### src/rtl/cpu_pkg.sv
// Shared CPU constants and the next-PC tracker state encoding.
package cpu_pkg;

    localparam logic [6:0]  OPC_BRANCH         = 7'b1100011;
    localparam int unsigned DEFAULT_PC_W       = 64;
    localparam int unsigned DEFAULT_INST_BYTES = 4;

    typedef enum logic [1:0] {
        ST_EMPTY   = 2'd0,
        ST_RUN     = 2'd1,
        ST_FLUSHED = 2'd2
    } npc_state_e;

endpackage

### src/rtl/if_id_pred_reg.sv
// IF->ID slot carrying the fetch PC and its prediction; the valid bit drops for one
// advance when the instruction being captured is on the wrong path.
module if_id_pred_reg #(
    parameter int unsigned PC_W = 64
) (
    input  logic            clk,
    input  logic            arst,
    input  logic            enable,
    input  logic            flush,
    input  logic [PC_W-1:0] if_pc,
    input  logic            pred_taken,
    input  logic [PC_W-1:0] pred_target,
    output logic [PC_W-1:0] id_pc,
    output logic            id_pred_taken,
    output logic [PC_W-1:0] id_pred_target,
    output logic            id_valid
);

    typedef struct packed {
        logic [PC_W-1:0] pc;
        logic            pred_taken;
        logic [PC_W-1:0] pred_target;
        logic            valid;
    } slot_t;

    slot_t slot_d;
    slot_t slot_q;

    always_comb begin
        // NOTE: default-assign first so every path drives slot_d and no latch is inferred.
        slot_d = slot_q;
        if (enable) begin
            slot_d.pc          = if_pc;
            slot_d.pred_taken  = pred_taken;
            slot_d.pred_target = pred_target;
            slot_d.valid       = ~flush;
        end
    end

    always_ff @(posedge clk or posedge arst) begin
        // NOTE: sequential state uses non-blocking assignment so all flops update together.
        if (arst) slot_q <= '0;
        else      slot_q <= slot_d;
    end

    assign id_pc          = slot_q.pc;
    assign id_pred_taken  = slot_q.pred_taken;
    assign id_pred_target = slot_q.pred_target;
    assign id_valid       = slot_q.valid;

endmodule

### src/rtl/next_pc_unit.sv
// IF-stage next-PC generator: steers fetch from the table prediction, resolves the
// branch in ID, redirects and flushes on mispredict, and counts branch statistics.
module next_pc_unit
    import cpu_pkg::*;
#(
    parameter int unsigned     PC_W       = DEFAULT_PC_W,
    parameter int unsigned     INST_BYTES = DEFAULT_INST_BYTES,
    parameter logic [PC_W-1:0] RESET_PC   = '0
) (
    input  logic            clk,
    input  logic            arst,
    input  logic            enable,
    input  logic            pred_taken,
    input  logic [PC_W-1:0] pred_target,
    input  logic            id_is_branch,
    input  logic            id_taken,
    input  logic [PC_W-1:0] id_target,
    output logic [PC_W-1:0] if_pc,
    output logic [PC_W-1:0] id_pc,
    output logic            id_valid,
    output logic            flush,
    output logic            bp_update,
    output logic            bp_branched,
    output logic [31:0]     branch_count,
    output logic [31:0]     mispredict_count
);

    localparam logic [PC_W-1:0] PC_INC = PC_W'(INST_BYTES);

    logic [PC_W-1:0] if_pc_d, if_pc_q;
    logic [31:0]     branch_count_d, branch_count_q;
    logic [31:0]     mispredict_count_d, mispredict_count_q;
    logic            id_pred_taken;
    logic [PC_W-1:0] id_pred_target;
    logic            resolve;
    logic            mispredict;
    npc_state_e      state_q;

    if_id_pred_reg #(.PC_W(PC_W)) u_id_slot (
        .clk            (clk),
        .arst           (arst),
        .enable         (enable),
        .flush          (mispredict),
        .if_pc          (if_pc_q),
        .pred_taken     (pred_taken),
        .pred_target    (pred_target),
        .id_pc          (id_pc),
        .id_pred_taken  (id_pred_taken),
        .id_pred_target (id_pred_target),
        .id_valid       (id_valid)
    );

    // A taken branch predicted taken to the wrong place is as wrong as a bad direction.
    assign resolve    = id_valid & id_is_branch & enable;
    assign mispredict = resolve & ((id_pred_taken != id_taken) |
                                   (id_taken & id_pred_taken & (id_pred_target != id_target)));

    always_comb begin
        if_pc_d            = if_pc_q;
        branch_count_d     = branch_count_q;
        mispredict_count_d = mispredict_count_q;
        if (enable) begin
            if (mispredict)      if_pc_d = id_taken ? id_target : id_pc + PC_INC;
            else if (pred_taken) if_pc_d = pred_target;
            else                 if_pc_d = if_pc_q + PC_INC;
            branch_count_d     = branch_count_q + 32'(resolve);
            mispredict_count_d = mispredict_count_q + 32'(mispredict);
        end
    end

    always_ff @(posedge clk or posedge arst) begin
        if (arst) begin
            if_pc_q            <= RESET_PC;
            branch_count_q     <= '0;
            mispredict_count_q <= '0;
        end else begin
            if_pc_q            <= if_pc_d;
            branch_count_q     <= branch_count_d;
            mispredict_count_q <= mispredict_count_d;
        end
    end

    // Slot occupancy tracker; the bubble after a redirect lasts exactly one advance.
    always_ff @(posedge clk or posedge arst) begin
        if (arst) begin
            state_q <= ST_EMPTY;
        end else if (enable) begin
            unique case (state_q)
                ST_EMPTY:   state_q <= ST_RUN;
                ST_RUN:     state_q <= mispredict ? ST_FLUSHED : ST_RUN;
                ST_FLUSHED: state_q <= ST_RUN;
                default:    state_q <= ST_EMPTY;
            endcase
        end
    end

    assign if_pc            = if_pc_q;
    assign flush            = mispredict;
    assign bp_update        = resolve;
    assign bp_branched      = id_taken;
    assign branch_count     = branch_count_q;
    assign mispredict_count = mispredict_count_q;

endmodule

### config.mk
export PLATFORM = sky130hd
export DESIGN_NAME = next_pc_unit
export DESIGN_NICKNAME = d
export VERILOG_FILES = /design/src/rtl/cpu_pkg.sv /design/src/rtl/if_id_pred_reg.sv /design/src/rtl/next_pc_unit.sv
export SDC_FILE = /design/constraint.sdc
export NUM_CORES = 1
export LEC_CHECK = 0
export ABC_CLOCK_PERIOD_IN_PS = 11200
export BUFFER_PORTS_ARGS = -buffer_cell sky130_fd_sc_hd__buf_2
export CORE_UTILIZATION = 31
export DETAILED_ROUTE_END_ITERATION = 8
export PLACE_DENSITY = 0.56
export SLEW_MARGIN = 20
export SYNTH_ARGS = -nofsm -noshare
export SYNTH_HDL_FRONTEND = slang
export SYNTH_SLANG_ARGS = --single-unit
export TNS_END_PERCENT = 10
### constraint.sdc
create_clock -name clk -period 11.2 [get_ports clk]
set_input_delay 2.24 -clock clk [delete_from_list [all_inputs] [get_ports clk]]
set_output_delay 2.24 -clock clk [all_outputs]
set_load 0.02 [all_outputs]
# After elaboration in Yosys (flattened, before gate mapping)

Index checks and enable logic that the tools add are counted.

Add/sub/neg operators: 4
Equal/unequal tests: 2
Mux-type cells: 3
Bitwise logic cells: 7

Operators with widths:

| kind                  | number |
|---|---|
| $mux 64               | 3 |
| $add 64x3->64 const B | 2 |
| $add 32x1->32         | 2 |
| $ne 64x64->1          | 1 |
| $and 1x1->1           | 5 |
| $ne 1x1->1            | 1 |
| $not 1->1             | 1 |
| $or 1x1->1            | 1 |

Flip-flop bits (word level): 258
Bits of input ports: 134
Output and inout port bits: 196
Word-level logic and storage cells: 23

# Depth between registers and ports, before layout

Gate-level depths: netlist of run 1.

Depth after elaboration: 5
Mapped depth: 15
Gate-level depth less buffers: 13

# Cells and area by module

Synthesis of run 1 repeated with hierarchy kept, for this count alone.

Cells, all modules: 1,469
Area total of the unflattened synthesis: 14,846.7 sq um

Modules (own cells, without submodules):

| module         | instances | cells an instance | area an instance (sq um) | sequential area each (sq um) |
|---|---|---|---|---|
| next_pc_unit   | 1         | 1,193             | 9,988.3                  | 3,203.1 |
| if_id_pred_reg | 1         | 276               | 4,858.4                  | 3,253.1 |

# Least setup slack after synthesis of run 1

OpenSTA, ideal clock, no wires.

Path type: input to output
Start: input enable
End: output flush
Arrival: 3.906 ns
Required time: 8.960 ns
Slack: 5.054 ns
Stages on the path: 6
Buffers on the path: 3
Path through: clkbuf_1 -> and3_1 -> o21ai_0 -> a21oi_1 -> clkbuf_1 -> buf_1

Longest elaborated chain between the ends: 2

RTL lines:

| what               | RTL line           | text |
|---|---|---|
| start: declaration | next_pc_unit.sv:12 | `input logic enable,` |
| $and 1x1->1        | next_pc_unit.sv:54 | `assign resolve = id_valid & id_is_branch & enable;` |
| via bp_update      | next_pc_unit.sv:22 | `output logic bp_update,` |
| $and 1x1->1        | next_pc_unit.sv:55 | `assign mispredict = resolve & ((id_pred_taken != id_taken) \|` |
| end: declaration   | next_pc_unit.sv:21 | `output logic flush,` |

The timed path passes the listed nets, and every way through them passes these cells.

# Worst setup path after layout of run 1

Start: input id_target[28]
End: output flush

Longest elaborated chain between the ends: 4

RTL lines:

| what               | RTL line           | text |
|---|---|---|
| start: declaration | next_pc_unit.sv:17 | `input logic [PC_W-1:0] id_target,` |
| $ne 64x64->1       | next_pc_unit.sv:56 | `(id_taken & id_pred_taken & (id_pred_target != id_target)));` |
| $and 1x1->1        | next_pc_unit.sv:56 |  |
| $or 1x1->1         | next_pc_unit.sv:55 |  |
| $and 1x1->1        | next_pc_unit.sv:55 |  |

Every way passes these cells.

==> metrics.md, run 1 <==
| Metric | Value |
|---|---|
| Comb pwr share | 24.2% |
| Vias in the first global route | 12800 |
| Largest net degree at the start of global routing | 129 |
| Reg clk slew, reported paths | 0.06 ns |
| Core area | 47000 sq um |
| DRT Wirelength | 54300 um |
| Most frequent cells in the layout | 327 x buf_2, 258 x dfrtp_1, 127 x nand2_1 |
| Vias per cell | 5.39 |
| Tcrit/Tclk final | 58.7% |
| Die Y | 221 um |
| WL/cell | 22.2 um |
| Synth Area in Adders | 0.587% |
| Clk_lat worst skew | 0.54 ns |
| Switching Share | 35.2% |
| Bufs and invs on worst path | 2 |
| Remaining routing DRC violations | 0 |
| Initial Utilization | 31.8% |
| CP startpoint kind | input pin |
| Post-Syn Instances | 1510 |
| Post-DP HPWL | 39200 um |
| GRT Residual Overflow | 0 |
| Final setup viols | 0 |
| Final estimated routing congestion in global placement | 0.862 |
| Required @ worst endpoint | 8.96 ns |
| WS Path Type | in -> out |
| Slew @ Worst Pin | 1.04 ns |
| Synth Area in Simple Gates | 19.0% |
| Synth top area share | 43.3% |
| Die Footprint | 49000 sq um |
| Relative slew slack | 30.9% |
| Most common cell after layout, fill and taps aside | buf_2 |
| Mux cell area share after synthesis | 10.6% |
| CTS hold repair buffers | 0 |
| Initial drt markers | 1060 |
| Area leader, netlist | dfrtp_1 |
| Syn-to-layout area delta | 22.4% |
| GRT Total Usage | 21.8% |
| CP delay by family, top | simple AND/OR/NAND/NOR gates |
| First-pass GRT wire length | 81500 um |
| CP max stage delay | 0.66 ns |
| Synth area leaders | dfrtp_1 43%, mux2_2 9.2%, xor2_1 6.6% |
| Switch Pwr | 1.11 mW |
| IO Count | 330 |
| Outcome | complete, no violations |
| HP Class | reg -> reg |
| Number of flops mapped to enable cells by yosys | 0 |
| Final min period | 6.57 ns |
| Critical path fanouts, max | 3 |
| Layout net count | 1947 |
| VDD IR max | 105 uV |
| Ys Warns | 0 |
| First-pass DRT Iterations | 5 |
| Crit. End Element | output port |
| Leak | 8.02 nW |
| Seq pwr share | 41.0% |
| RSZ-0062 raised after global routing | false |
| Fmax | 152 MHz |
| Die Width | 221 um |
| Setup TNS | 0 ns |
| Setup bufs post-CTS | 0 |
| Compound-Gate Fraction of Synth Area | 10.3% |
| Max-Cap Viols | 0 |
| Clk sinks | 258 |
| Crit path arrival time | 4.33 ns |
| TritonCTS clock tree | yes |
| Dominant synthesized flop cell | dfrtp_1 |
| Hold Vio Cnt, Final | 0 |
| Post-CTS Resized | 0 |
| Port Buffers | 329 |
| Sequential fraction of the synthesis area | 43.3% |
| Initial antenna violation count | 9 |
| Worst-path cell chain | buf_2 > xor2_1 > nor4_1 > nand4_1 > nor4_1 > a21oi_4 > buf_2 |
| Max-slew violations | 0 |
| Syn Nets | 1651 |
| Max Root-Sink Buffers | 3 |
| Final Skew | 0.0318 ns |
| H-tree depth | 2 |
| Via count | 13200 |
| Register bit total from synthesis | 258 |
| Synth unique cells | 66 |
| Synth Area per Inst | 9.87 sq um |
| TritonCTS Buffers | 34 |
| Power, Total | 3.16 mW |
| Antenna-violating nets left | 0 |
| Share of flip-flops with an asynchronous set or reset | 100% |
| Crit-path slowest cell | nor4_1 |
| Clock power frac | 34.7% |
| Pint | 2.05 mW |
| Cell Pwr Density | 173 nW/um^2 |
| Placement Rows | 79 |
| Clk root buf | clkbuf_16 |
| Post-Synth XOR/XNOR Area | 13.0% |
| Mapped Area | 14900 sq um |
| Layout cells sized above 1 | 29.5% |
| Largest family of logic cells by synthesized area | simple AND/OR/NAND/NOR gates |
power groups by stage:
stage                     Combinational [mW]  Clock [mW]  Sequential, mW
after floorplan                        0.355           0            1.38
after global placement                 0.764           0            1.30
after detailed placement               0.770           0            1.31
after CTS                              0.774        1.13            1.29
after global routing                   0.827        1.16            1.32
final                                  0.765        1.10            1.30
cell families (layout without fill, tap and decap cells):
family,count (synthesis),in the layout
buffers and inverters,124,441
other,0,8
XOR/XNOR,221,221
AO/OA/AOI/OAI,219,219
multiplexers,142,142
adder cells (fa/ha/maj),7,7
flip-flops,258,258
AND/OR/NAND/NOR,539,539
synth_stat cells, drive strengths merged (30+ instances only):
cell type and count:
a21oi 30, clkbuf 69, dfrtp 258, inv 39, mux2 122, nand2 127, nand3 69, nand4 67
nor2 80, nor3 54, nor4 37, o21ai 72, xnor2 108, xor2 113
layout make-up:
type,count,area (sq um)
inverters,40,158
fillers,4676,28700
clock buffers,49,1010
well taps,607,759
multi-input cells,1128,7980
clock inverters,8,97.6
flip-flops and latches,258,6460
repair buffers,344,1770
diodes,8,20.0
worst paths after layout:
kind	start	end	slack (ns)	depth (start not counted)
min reg2reg	branch_count[31]	branch_count[31]	0.47	1
min in group asynchronous	arst	mispredict_count[23]	1.90	2
max reg2reg	u_id_slot.id_pred_target[38]	mispredict_count[29]	7.26	13
max in group asynchronous	arst	u_id_slot.id_pred_target[30]	7.67	3
min	branch_count[31]	branch_count[31]	0.47	1
max	id_target[28]	flush	4.63	7
flip-flops by register name (all words and copies together), names as in the netlist:
name / cells
branch_count: 32
mispredict_count: 32
u_id_slot.id_valid: 1
u_id_slot.id_pred_target: 64
u_id_slot.id_pc: 64
if_pc: 64
u_id_slot.id_pred_taken: 1
metal layers:
layer  track usage, %  share of wire [%]  up-vias
met5                0              0.024        -
met4             8.68                3.3        2
met3             4.73                7.4       86
met2             33.7                 46      520
met1             29.7                 44     6479
li1                 -                  -     6075
worst reg2reg max path: cells and delay by family, from the launching register on:
family	cells	cell delay, ns
xor+xnor	2	0.71
fa+ha+maj	1	0.31
compound gates	1	0.26
flops	1	0.39
simple gates	9	2.16
metrics by stage:
step / instances / setup slack, ns / instance area, sq um / util (%) / hold slack (ns)
detailed placement: 2377 / 4.63 / 17100 / 36.5 / 0.461
global route: 2442 / 4.49 / 18200 / 38.9 / 0.477
global placement: 2377 / 4.72 / 17100 / 36.5 / 0.457
finish: 2442 / 4.63 / 18200 / 38.9 / 0.471
CTS: 2434 / 4.63 / 18200 / 38.8 / 0.472
floorplan: 1510 / 1.86 / 14900 / - / 0.501
(Power assumes the default switching activity.)
==> run 2: changes to the inputs <==
ABC_CLOCK_PERIOD_IN_PS = 6300   (was 11200)
clock period = 6.3 ns   (was 11.2 ns; I/O delays follow)
==> run 2 against run 1 <==
  * Clock power up 65%
  * Global-route usage up 0.23 points
  * Wire length up 0.27%
  * Sequential share of layout area up 0.19 points
  * Worst setup slack worse by 3.5 ns
  * Critical path depth unchanged
  * Die area unchanged
  * Largest cell class unchanged
==> metrics.md, run 2 (synthesis results as in run 1) <==
| Metric | Value |
|---|---|
| Setup TNS | 0 ns (unchanged) |
| DRT Wirelength | 54500 um (was 54300 um) |
| Tcrit/Tclk final | 81.6% |
| Worst reg2reg path depth | 8 (was 13) |
| TritonCTS clock tree | yes (unchanged) |
| IO Count | 330 (unchanged) |
| Port Buffers | 329 (unchanged) |
| Die Width | 221 um (unchanged) |
| Layout net count | 1946 (was 1947) |
| Max-Cap Viols | 0 (unchanged) |
| Most common cell after layout, fill and taps aside | buf_2 (unchanged) |
| Fillcell total | 4658 (was 4676) |
| Comb pwr share | 24.9% (was 24.2%) |
| Initial antenna violation count | 4 (was 9) |
| Final setup viols | 0 (unchanged) |
| HP Class | reg -> reg (unchanged) |
| Relative slew slack | 22.6% (was 30.9%) |
| Die Y | 221 um (unchanged) |
| Clock power frac | 33.1% (was 34.7%) |
| Core Util, Final | 38.7% (was 38.9%) |
| Fmax | 195 MHz |
| Final estimated routing congestion in global placement | 0.890 (was 0.862) |
| Crit. End Element | output port (unchanged) |
| Reg clk slew, reported paths | 0.06 ns (about the same) |
| Syn-to-layout area delta | 21.7% (was 22.4%) |
| Clk root buf | clkbuf_16 (unchanged) |
| Max Root-Sink Buffers | 3 (unchanged) |
| Hold endpoint | branch_count[31] (unchanged) |
| Max-slew violations | 0 (unchanged) |
| First-pass DRT Iterations | 5 (unchanged) |
| Clk_lat worst skew | 0.59 ns (was 0.54 ns) |
| H-tree depth | 1 (was 2) |
| Slew @ Worst Pin | 1.16 ns (was 1.04 ns) |
| WS Path Type | in -> out (unchanged) |
| Core area | 47000 sq um (unchanged) |
| Via count | 13100 (was 13200) |
| Final worst slack | 1.16 ns (was 4.63 ns) |
| Most frequent cells in the layout | 327 x buf_2, 258 x dfrtp_1, 127 x nand2_1 (unchanged) |
| Die Footprint | 49000 sq um (unchanged) |
| First-pass GRT wire length | 83500 um (was 81500 um) |
| Reg2reg end | if_pc[34] (was mispredict_count[29]) |
| Seq pwr share | 42.0% (was 41.0%) |
| Post-DP HPWL | 40200 um (was 39200 um) |
| Switching Share | 35.7% (was 35.2%) |
| VDD IR max | 193 uV (was 105 uV) |
| Post-CTS Resized | 0 (unchanged) |
| Final Skew | 0.0199 ns (was 0.0318 ns) |
| Antenna-violating nets left | 0 (unchanged) |
| RSZ-0062 raised after global routing | false (unchanged) |
| Vias per cell | 5.39 (about the same) |
| Setup bufs post-CTS | 0 (unchanged) |
| Placement Setup Slack | 1.07 ns (was 4.63 ns) |
| Initial Utilization | 31.8% (unchanged) |
| Initial drt markers | 1038 (was 1060) |
| Vias in the first global route | 12900 (was 12800) |
| Critical path fanouts, max | 25 (was 3) |
| CTS hold repair buffers | 0 (unchanged) |
| CP startpoint kind | input pin (unchanged) |
| Reg-to-reg slack, setup | 1.94 ns (was 7.26 ns) |
| Crit path arrival time | 3.88 ns (was 4.33 ns) |
| Required @ worst endpoint | 5.04 ns (was 8.96 ns) |
| Final min period | 5.14 ns |
| GRT Residual Overflow | 0 (unchanged) |
| Largest net degree at the start of global routing | 89 (was 129) |
| Hold Vio Cnt, Final | 0 (unchanged) |
| Cell Pwr Density | 302 nW/um^2 (was 173 nW/um^2) |
| Leak | 7.98 nW (was 8.02 nW) |
| Layout cells sized above 1 | 29.4% (was 29.5%) |
| Remaining routing DRC violations | 0 (unchanged) |
| GRT Total Usage | 22.1% (was 21.8%) |
| WL/cell | 22.4 um (was 22.2 um) |
| Worst r2r src | u_id_slot.id_pred_target[28] (was u_id_slot.id_pred_target[38]) |
| Placement Rows | 79 (unchanged) |
| TritonCTS Buffers | 31 (was 34) |
| Switch Pwr | 1.96 mW (was 1.11 mW) |
| Outcome | complete, no violations (unchanged) |
| Clk sinks | 258 (unchanged) |
| Pint | 3.53 mW (was 2.05 mW) |
| HP Start | branch_count[31] (unchanged) |
| Hold depth | 1 (unchanged) |
[run 2: cell types whose count changed in the layout (fill, tap and decap cells not counted)]
cell	delta
clkinvlp_4	+1
inv_6	-1
nand2b_2	-1
clkbuf_8	+1
inv_8	-1
nand2b_1	+1
diode_2	-4
clkbuf_16	-4
buf_4	+2
[run 2: routing by layer]
| layer | wire (um) | GRT usage (%) | vias up |
|---|---|---|---|
| met2 | 25200 | 35.6 | 479 |
| met5 | 7 | 0 | - |
| met4 | 1140 | 4.90 | 2 |
| met1 | 24700 | 30.9 | 6522 |
| met3 | 3440 | 3.61 | 66 |
| li1 | - | - | 6058 |
[run 2: cell type report]
class | count | area (sq um) | area share, %
Tap cell | 607 | 759 | 4.18
Antenna cell | 4 | 10.0 | 0.0551
Inverter | 40 | 154 | 0.848
Clock buffer | 46 | 922 | 5.08
Sequential cell | 258 | 6460 | 35.6
Clock inverter | 7 | 88.8 | 0.489
Timing Repair Buffer | 346 | 1780 | 9.82
Multi-Input combinational cell | 1128 | 7980 | 44.0
[run 2: worst max-delay path by stage]
stage	start	slack [ns]	to	cells after the start
after global placement	id_target[28]	1.28	if_pc[62]	9
after CTS	id_target[28]	1.24	flush	7
after floorplan	enable	1.53	mispredict_count[29]	14
after detailed placement	id_target[28]	1.07	if_pc[56]	9
final	id_target[28]	1.16	flush	7
after global routing	id_target[28]	1.19	flush	7
[run 2: power by group through the flow]
stage	Combinational, mW	Clock, mW	Sequential (mW)
2_1_floorplan	0.631	0	2.45
3_3_place_gp	1.37	0	2.31
3_5_place_dp	1.38	0	2.32
4_1_cts	1.38	1.87	2.30
5_1_grt	1.48	1.92	2.35
6_report	1.36	1.82	2.30
[run 2: metrics by stage]
stage          hold WS (ns)  area, sq um  total power [mW]  std cells
3_5_place_dp          0.460        17100              3.70       2379
6_report              0.476        18200              5.48       2436
2_1_floorplan         0.501        14900              3.09       1510
4_1_cts               0.475        18100              5.55       2432
3_3_place_gp          0.458        17100              3.68       2379
5_1_grt               0.503        18100              5.75       2434
[run 2: worst max-delay path: stages]
cell     delay (ns)
buf_2          0.11
xor2_1         0.16
nor4_1         0.79
nand4_1        0.18
nor4_1         0.69
a21oi_4        0.37
buf_2          0.30
